===== src/rtl/sdram_port_arbiter.sv =====
// Shares one SDRAM Avalon-MM slave between the LCD scan-out reader and the processor data port.
// Urgent LCD requests win; otherwise round-robin, with in-order read-data return via a tag FIFO.
module sdram_port_arbiter #(
    parameter int unsigned ADDR_W      = 25,
    parameter int unsigned DATA_W      = 32,
    parameter int unsigned MAX_PENDING = 8,
    parameter int unsigned MAX_HOLD    = 16
) (
    input  logic                clk,
    input  logic                reset,
    input  logic [ADDR_W-1:0]   lcd_address,
    input  logic                lcd_read,
    input  logic                lcd_urgent,
    output logic                lcd_waitrequest,
    output logic [DATA_W-1:0]   lcd_readdata,
    output logic                lcd_readdatavalid,
    input  logic [ADDR_W-1:0]   proc_address,
    input  logic                proc_read,
    input  logic                proc_write,
    input  logic [DATA_W-1:0]   proc_writedata,
    input  logic [DATA_W/8-1:0] proc_byteenable,
    output logic                proc_waitrequest,
    output logic [DATA_W-1:0]   proc_readdata,
    output logic                proc_readdatavalid,
    output logic [ADDR_W-1:0]   m_address,
    output logic                m_read,
    output logic                m_write,
    output logic [DATA_W-1:0]   m_writedata,
    output logic [DATA_W/8-1:0] m_byteenable,
    input  logic                m_waitrequest,
    input  logic [DATA_W-1:0]   m_readdata,
    input  logic                m_readdatavalid,
    output logic                err_orphan
);

    localparam int unsigned PTR_W  = (MAX_PENDING > 1) ? $clog2(MAX_PENDING) : 1;
    localparam int unsigned CNT_W  = $clog2(MAX_PENDING + 1);
    localparam int unsigned BEAT_W = $clog2(MAX_HOLD + 1);

    localparam logic PORT_LCD  = 1'b0;
    localparam logic PORT_PROC = 1'b1;

    typedef enum logic [1:0] {IDLE, GNT_LCD, GNT_PROC} state_t;

    state_t            state;
    state_t            state_next;
    logic              last_grant;
    logic [BEAT_W-1:0] beat_cnt;

    logic              tag_mem [MAX_PENDING];
    logic [PTR_W-1:0]  wr_ptr;
    logic [PTR_W-1:0]  rd_ptr;
    logic [CNT_W-1:0]  tag_cnt;

    logic lcd_req;
    logic proc_req;
    logic lcd_urgent_req;
    logic fifo_full;
    logic fifo_empty;
    logic accept;
    logic push;
    logic pop;
    logic head_tag;
    logic beat_last;

    assign lcd_req        = lcd_read;
    assign proc_req       = proc_read | proc_write;
    assign lcd_urgent_req = lcd_read & lcd_urgent;
    assign fifo_full      = (tag_cnt == CNT_W'(MAX_PENDING));
    assign fifo_empty     = (tag_cnt == '0);
    assign beat_last      = (beat_cnt == BEAT_W'(MAX_HOLD - 1));

    // Master-side mux of the granted port; reads are masked while the tag FIFO is full.
    always_comb begin
        m_address        = '0;
        m_read           = 1'b0;
        m_write          = 1'b0;
        m_writedata      = '0;
        m_byteenable     = '0;
        lcd_waitrequest  = 1'b1;
        proc_waitrequest = 1'b1;
        if (!reset) begin
            case (state)
                GNT_LCD: begin
                    m_address       = lcd_address;
                    m_read          = lcd_read & ~fifo_full;
                    m_byteenable    = '1;
                    lcd_waitrequest = m_waitrequest | (lcd_read & fifo_full);
                end
                GNT_PROC: begin
                    m_address        = proc_address;
                    m_read           = proc_read & ~fifo_full;
                    m_write          = proc_write;
                    m_writedata      = proc_writedata;
                    m_byteenable     = proc_byteenable;
                    proc_waitrequest = m_waitrequest | (proc_read & fifo_full);
                end
                default: ;
            endcase
        end
    end

    assign accept   = (m_read | m_write) & ~m_waitrequest;
    assign push     = m_read & ~m_waitrequest;
    assign pop      = m_readdatavalid & ~fifo_empty & ~reset;
    assign head_tag = tag_mem[rd_ptr];

    assign lcd_readdata       = m_readdata;
    assign proc_readdata      = m_readdata;
    assign lcd_readdatavalid  = pop & (head_tag == PORT_LCD);
    assign proc_readdatavalid = pop & (head_tag == PORT_PROC);

    // Grant selection and release.
    always_comb begin
        state_next = state;
        case (state)
            IDLE: begin
                if (lcd_urgent_req)
                    state_next = GNT_LCD;
                else if (lcd_req && proc_req)
                    state_next = (last_grant == PORT_PROC) ? GNT_LCD : GNT_PROC;
                else if (lcd_req)
                    state_next = GNT_LCD;
                else if (proc_req)
                    state_next = GNT_PROC;
            end
            GNT_LCD: begin
                if (!lcd_req || (accept && beat_last))
                    state_next = IDLE;
            end
            GNT_PROC: begin
                if (!proc_req || (accept && beat_last) ||
                    (lcd_urgent_req && accept))
                    state_next = IDLE;
            end
            default: state_next = IDLE;
        endcase
    end

    always_ff @(posedge clk) begin
        if (reset) begin
            state      <= IDLE;
            last_grant <= PORT_PROC;
            beat_cnt   <= '0;
        end else begin
            state <= state_next;
            if (state == IDLE && state_next != IDLE) begin
                last_grant <= (state_next == GNT_PROC) ? PORT_PROC : PORT_LCD;
                beat_cnt   <= '0;
            end else if (accept) begin
                beat_cnt <= beat_cnt + BEAT_W'(1);
            end
        end
    end

    // Tag FIFO: records which port issued each accepted read.
    always_ff @(posedge clk) begin
        if (reset) begin
            wr_ptr     <= '0;
            rd_ptr     <= '0;
            tag_cnt    <= '0;
            err_orphan <= 1'b0;
        end else begin
            if (push)
                wr_ptr <= wr_ptr + PTR_W'(1);
            if (pop)
                rd_ptr <= rd_ptr + PTR_W'(1);
            case ({push, pop})
                2'b10:   tag_cnt <= tag_cnt + CNT_W'(1);
                2'b01:   tag_cnt <= tag_cnt - CNT_W'(1);
                default: tag_cnt <= tag_cnt;
            endcase
            if (m_readdatavalid && fifo_empty)
                err_orphan <= 1'b1;
        end
    end

    always_ff @(posedge clk) begin
        if (push)
            tag_mem[wr_ptr] <= (state == GNT_PROC) ? PORT_PROC : PORT_LCD;
    end

endmodule


===== config.mk =====
export PLATFORM = sky130hd
export DESIGN_NAME = sdram_port_arbiter
export DESIGN_NICKNAME = d
export VERILOG_FILES = /design/src/rtl/sdram_port_arbiter.sv
export SDC_FILE = /design/constraint.sdc
export NUM_CORES = 1
export LEC_CHECK = 0
export CAP_MARGIN = 10
export CELL_PAD_IN_SITES_DETAIL_PLACEMENT = 0
export CELL_PAD_IN_SITES_GLOBAL_PLACEMENT = 1
export CORE_MARGIN = 1.5
export CORE_UTILIZATION = 20
export DETAILED_ROUTE_END_ITERATION = 12
export PLACE_DENSITY = 0.83
export SETUP_SLACK_MARGIN = 0.4
export SLEW_MARGIN = 10
export SYNTH_ARGS = -nofsm -noshare
export SYNTH_HDL_FRONTEND = slang
export SYNTH_SLANG_ARGS = --single-unit

===== constraint.sdc =====
create_clock -name clk -period 3.7 [get_ports clk]
set_input_delay 0.555 -clock clk [delete_from_list [all_inputs] [get_ports clk]]
set_output_delay 0.555 -clock clk [all_outputs]
set_load 0.01 [all_outputs]

==> results of run 1 <==
layout make-up:
type	count	share of cell area
repair buffers	168	0.397
multi-input cells	216	0.344
flip-flops and latches	30	0.162
well taps	176	0.0524
clock buffers	7	0.0339
inverters	11	0.00982
clock inverters	1	0.00119
logic make-up (layout without fill, tap and decap cells):
kind of cell,count (synthesis),in the layout,synth area share
AOI/OAI and AO/OA,57,57,0.163
buffers and inverters,92,187,0.217
and+or+nand+nor,132,132,0.249
DFF,30,30,0.251
xor gates and xnor gates,6,6,0.0194
muxes,9,9,0.0434
adders and majority gates,12,12,0.0581
sequential cells by signal, indices dropped and copies added (netlist names), named ones only:
signal	flops
beat_cnt	5
wr_ptr	3
err_orphan	1
state	2
last_grant	1
tag_mem	8
rd_ptr	3
tag_cnt	4
cell usage after synthesis, types with 2 or more instances:
cell	n
nor2b_1	5
or2_2	2
o21a_1	2
buf_1	6
nor3_1	5
o21ai_0	3
ha_1	11
nor4_1	2
a211oi_1	2
xnor2_1	3
a21oi_1	13
mux2_2	2
a22oi_1	25
edfxtp_1	8
nand2b_1	7
and2_1	34
dfxtp_1	22
nand3_1	2
nor2_1	58
buf_4	64
mux2i_1	5
clkbuf_1	9
inv_1	11
xor2_1	3
buf_2	2
mux4_2	2
nand2_1	9
power by group:
group	internal, mW	switching, mW
logic	0.206	0.162
registers	0.350	0.0118
clock network	0.265	0.132
total	0.821	0.306
through the flow:
step | power (mW) | hold WS (ns) | area (um2) | worst slack, ns | std cells
6_report | 1.13 | 0.483 | 4200 | 0.633 | 609
5_1_grt | 1.19 | 0.520 | 4200 | 0.467 | 609
4_1_cts | 1.14 | 0.484 | 4200 | 0.518 | 609
3_5_place_dp | 0.734 | 0.472 | 4050 | 0.345 | 601
3_3_place_gp | 0.730 | 0.457 | 4050 | 0.430 | 601
2_1_floorplan | 0.605 | 0.445 | 2710 | 0.612 | 338
worst max-delay path: stages:
cell and delay, ns:
clkdlybuf4s50_1 0.65, mux2i_1 0.16, nor4_2 0.31, inv_1 0.08, ha_1 0.25, ha_1 0.28, a21o_2 0.20, a21oi_1 0.18
mux2i_1 0.22, mux2_2 0.34
metal layers:
metal	wire length (um)	vias up	global-route usage
met1	3640	1167	0.140
met4	320	0	0.0699
li1	-	1272	-
met3	668	35	0.0393
met2	4110	130	0.197
met5	0	-	0
worst min-delay path by stage:
stage	startpoint	endpoint	slack, ns	cells past startpoint
2_1_floorplan	wr_ptr[2]	wr_ptr[2]	0.45	1
3_3_place_gp	beat_cnt[1]	beat_cnt[1]	0.46	2
3_5_place_dp	err_orphan	err_orphan	0.47	2
4_1_cts	wr_ptr[2]	wr_ptr[2]	0.48	1
5_1_grt	wr_ptr[2]	wr_ptr[2]	0.52	1
6_report	beat_cnt[1]	beat_cnt[1]	0.48	2
what timing repair did:
item                       in CTS  in global routing
hold endpoints to repair        0                  0
hold buffers                    0                  0
resized for setup               0                  1
setup endpoints to repair       0                  5
==> impl_metrics.env, run 1 <==
export IMPL_pin_count=258
export IMPL_endpoint="tag_cnt[3]"
export IMPL_worstSetupStartpoint="lcd_read"
export IMPL_gp_congestion=0.782
export IMPL_power_density_nw_per_um2=268
export IMPL_crit_reg2reg_launch="state[0]"
export IMPL_viasPerCell=4.28
export IMPL_ys_warn_count=0
export IMPL_cp_required_ns=3.86
export IMPL_drv_cap=0
export IMPL_portBuffers=161
export IMPL_layout_area_seq_um2=681
export IMPL_r2r_cells=11
export IMPL_grt_total_usage=0.121
export IMPL_clk_latency_ns=0.28
export IMPL_cts_tree="built"
export IMPL_slew_headroom=0.602
export IMPL_dr_first_iter_drc_count=74
export IMPL_max_freq_mhz=326
export IMPL_start_util=0.205
export IMPL_leakage_nw=1.49
export IMPL_die_width_um=119
export IMPL_routed_wl_um=8740
export IMPL_antenna_cells=0
export IMPL_firstDrtPassIters=4
export IMPL_final_cell_mix="clkdlybuf4s50_1 (161), nor2_1 (58), and2_1 (34)"
export IMPL_wl_per_cell_um=14.3
export IMPL_hold_viol=0
export IMPL_critPathArrivalTime_ns=3.23
export IMPL_final_layout_size_suffix_gt1_frac=0.0716
export IMPL_grt_max_degree=42
export IMPL_die_h_um=119
export IMPL_critPathCaptureType="flop"
export IMPL_fp_row_count=42
export IMPL_coreArea_um2=13200
export IMPL_fillers=1418
export IMPL_ir_worst_vdd_v=0.000136
export IMPL_synthCells=338
export IMPL_synth_distinct_cells=48
export IMPL_multi_input_area_um2=1450
export IMPL_cts_setup_buffers=0
export IMPL_yosysTopAreaCell="buf_4"
export IMPL_utilization=0.317
export IMPL_avgSynthCellArea_um2=8.03
export IMPL_finalSetupTns_ns=0
export IMPL_finClkSkew_ns=0.00567
export IMPL_rrSetupSlack_ns=0.77
export IMPL_num_vias=2604
export IMPL_clk_pin_slew_ns=0.05
export IMPL_status="complete, no violations"
export IMPL_route_detailed_drc=0
export IMPL_cts_sinks=30
export IMPL_htree_num_levels=2
export IMPL_ys_flop_type="dfxtp_1"
export IMPL_yosys_area_top_type_share=0.177
export IMPL_cts_buffers=5
export IMPL_r2r_end="tag_cnt[3]"
export IMPL_layout_commonest_cell="clkdlybuf4s50_1"
export IMPL_ys_seq_area_frac=0.251
export IMPL_antenna_found_initial=0
export IMPL_synth_edf_count=8
export IMPL_critPathMaxFanout=9
export IMPL_cts_root_buf="clkbuf_16"
export IMPL_grt_pass1_wl_um=13700
export IMPL_nets=570
export IMPL_slew_viol_final=0
export IMPL_rsz0062_at_grt="no"
export IMPL_period_needed_ns=3.07
export IMPL_synth_seq_cells=30
export IMPL_timing_final_crit_share=0.829
export IMPL_hold_path_class="flop to flop"
export IMPL_drtAntennaViolNets=0
export IMPL_syn2layout_area_growth_pct=55.0
export IMPL_netlist_area_um2=2710
export IMPL_hpwl_um=7040
export IMPL_synth_nets=476
export IMPL_clk_path_buf_depth=2
export IMPL_tightest_slew_ns=0.591
export IMPL_start_kind="input pin"
export IMPL_setup_viol=0
export IMPL_async_flop_share=0
export IMPL_fp_dieArea_um2=14300
export IMPL_synth_area_top_cells="buf_4 (18%), dfxtp_1 (16%), edfxtp_1 (8.9%)"
export IMPL_grt_ovfl_total=0
export IMPL_critPathKind="input pin to flop"
export IMPL_grt_pass1_vias=2733
No activity file was read; power rests on OpenSTA's default activity.
==> run 2, diff against run 1 <==
Settings changed: CORE_UTILIZATION 20 to 18, PLACE_DENSITY 0.83 to 0.79.
Clock period 3.7 ns to 2.6 ns, I/O delays scaled along.
==> run 2 against run 1 <==
The flow now finishes with violations (design-rule violations). First-iteration DRC count grew 18%. Cell area grew 14%. Largest power group is now combinational cells. Non-clock buffer count grew 32. Sequential cell count did not move. Hold slack about the same. Combinational power increased by 90%. Count of clock-buffer cells in the layout fell by 2. Highest routed layer unchanged. Global-route usage grew 1.2 points. Sequential power up 42%. Sequential share of layout area decreased by 1.7 points. Total power up 56%.
==> impl_metrics.env, run 2 (synthesis results as in run 1) <==
export IMPL_timing_final_crit_share=0.949
export IMPL_clkPwrFrac=0.310
export IMPL_htree_num_levels=2
export IMPL_num_vias=2802
export IMPL_layout_commonest_cell="clkdlybuf4s50_1"
export IMPL_status="finished, violations left"
export IMPL_p_comb_frac=0.398
export IMPL_routed_wl_um=11200
export IMPL_final_layout_size_suffix_gt1_frac=0.312
export IMPL_slew_headroom=0.766
export IMPL_critPathKind="flop to flop"
export IMPL_cp_required_ns=2.76
export IMPL_swShare=0.289
export IMPL_fp_row_count=44
export IMPL_cts_tree="built"
export IMPL_grt_ovfl_total=0
export IMPL_largestRegisters="tag_mem (8), beat_cnt (5), tag_cnt (4)"
export IMPL_wl_per_cell_um=17.2
export IMPL_cts_buffers=5
export IMPL_pin_count=258
export IMPL_largest_register_ffs=8
export IMPL_dr_first_iter_drc_count=87
export IMPL_syn2layout_area_growth_pct=76.5
export IMPL_portBuffers=161
export IMPL_final_cell_mix="clkdlybuf4s50_1 (92), nor2_1 (56), and2_1 (26)"
export IMPL_finalSetupTns_ns=0
export IMPL_grt_pass1_wl_um=16500
export IMPL_tightest_slew_ns=0.347
export IMPL_leakage_nw=2.20
export IMPL_gp_congestion=0.847
export IMPL_grt_pass1_vias=2938
export IMPL_antenna_cells=0
export IMPL_start_kind="flop"
export IMPL_top_register="tag_mem"
export IMPL_placed_area_um2=4210
export IMPL_p_int_mw=1.25
export IMPL_grt_total_usage=0.133
export IMPL_critPathCaptureType="flop"
export IMPL_hold_viol=0
export IMPL_period_needed_ns=2.47
export IMPL_pre_cts_ws_ns=-0.248
export IMPL_path_cells="inv_4, ha_4, nand2b_4, nor4_4, inv_2, ha_4, ha_4, a21o_2, a21oi_2, mux2i_1, mux2_2"
export IMPL_die_h_um=126
export IMPL_violations="design-rule violations"
export IMPL_start_util=0.185
export IMPL_finClkSkew_ns=0.00488
export IMPL_antenna_found_initial=0
export IMPL_die_width_um=126
export IMPL_firstDrtPassIters=8
export IMPL_crit_slowest_cell="dfxtp_4"
export IMPL_power_switching_mw=0.508
export IMPL_fp_dieArea_um2=15800
export IMPL_dp_cells=620
export IMPL_drv_cap=0
export IMPL_fillers=1531
export IMPL_ir_worst_vdd_v=0.000237
export IMPL_hold_path_class="flop to flop"
export IMPL_cts_sinks=30
export IMPL_crit_top_cell="ha_4"
export IMPL_hpwl_um=8320
export IMPL_p_total_mw=1.76
export IMPL_seq_power_share=0.292
export IMPL_setup_ws_ns=0.131
export IMPL_utilization=0.327
export IMPL_critPathArrivalTime_ns=2.63
export IMPL_hold_buffers=0
export IMPL_viasPerCell=4.32
export IMPL_drtAntennaViolNets=0
export IMPL_cts_root_buf="clkbuf_16"
export IMPL_setup_viol=0
export IMPL_nets=602
export IMPL_max_freq_mhz=405
export IMPL_multi_input_area_um2=1680
export IMPL_fin_hold_ws_ns=0.483
export IMPL_grt_max_degree=31
export IMPL_fin_cells=649
export IMPL_coreArea_um2=14600
export IMPL_slowest_delay_ns=0.36
export IMPL_layout_area_seq_um2=694
export IMPL_slew_viol_final=0
export IMPL_stdcell_area_um2=4790
export IMPL_clk_latency_ns=0.27
export IMPL_power_density_nw_per_um2=367
export IMPL_critPathMaxFanout=3
export IMPL_clk_path_buf_depth=2
export IMPL_clk_pin_slew_ns=0.05
export IMPL_rsz0062_at_grt="yes"
export IMPL_route_detailed_drc=8
[run 2: changes by cell type in the layout (fill, tap and decap cells not counted), moves of 10 or more]
cell / change
dlygate4sd2_1: +15
dlymetal6s2s_1: +19
a22oi_2: +10
buf_6: +13
a22oi_1: -10
clkbuf_2: +20
clkdlybuf4s50_1: -69
buf_4: +17
[run 2: power groups by stage]
stage / Sequential [mW] / Clock, mW / Combinational [mW]
after floorplan: 0.521 / 0 / 0.354
after global placement: 0.521 / 0 / 0.553
after detailed placement: 0.522 / 0 / 0.557
after CTS: 0.514 / 0.556 / 0.640
after global routing: 0.515 / 0.581 / 0.745
final: 0.513 / 0.545 / 0.699
[run 2: repair_timing]
action / 4_1_cts / 5_1_grt
gates resized for setup: 91 / 141
pin swaps: 7 / 13
endpoints found under the setup margin: 70 / 61
gates cloned: 3 / 2
setup buffers: 5 / 11
[run 2: layer usage]
metal / vias up / track usage / share of wire
met5: - / 0 / 0
met4: 0 / 0.0426 / 0.015
met3: 12 / 0.0382 / 0.071
met2: 128 / 0.234 / 0.51
met1: 1324 / 0.157 / 0.41
li1: 1338 / - / -
[run 2: final timing paths]
check | cells past startpoint | startpoint | slack [ns] | end
setup reg to reg | 11 | state[1] | 0.13 | tag_cnt[3]
hold / removal | 2 | beat_cnt[1] | 0.48 | beat_cnt[1]
hold reg to reg | 2 | beat_cnt[1] | 0.48 | beat_cnt[1]
setup / recovery | 11 | state[1] | 0.13 | tag_cnt[3]
[run 2: cell type report]
cell class,count,area share
multi-input cells,216,0.351
clock buffers,5,0.0261
inverters,11,0.0102
flip-flops and latches,30,0.145
well taps,184,0.0481
clock inverters,3,0.00340
repair buffers,200,0.416
[run 2: worst max-delay path, delay by kind of cell (launching register included)]
kind | cells | cell delay (ns)
buf+inv | 2 | 0.11
compound gates | 2 | 0.31
mux | 2 | 0.54
flops | 1 | 0.36
fa+ha+maj | 3 | 0.66
simple gates | 2 | 0.35
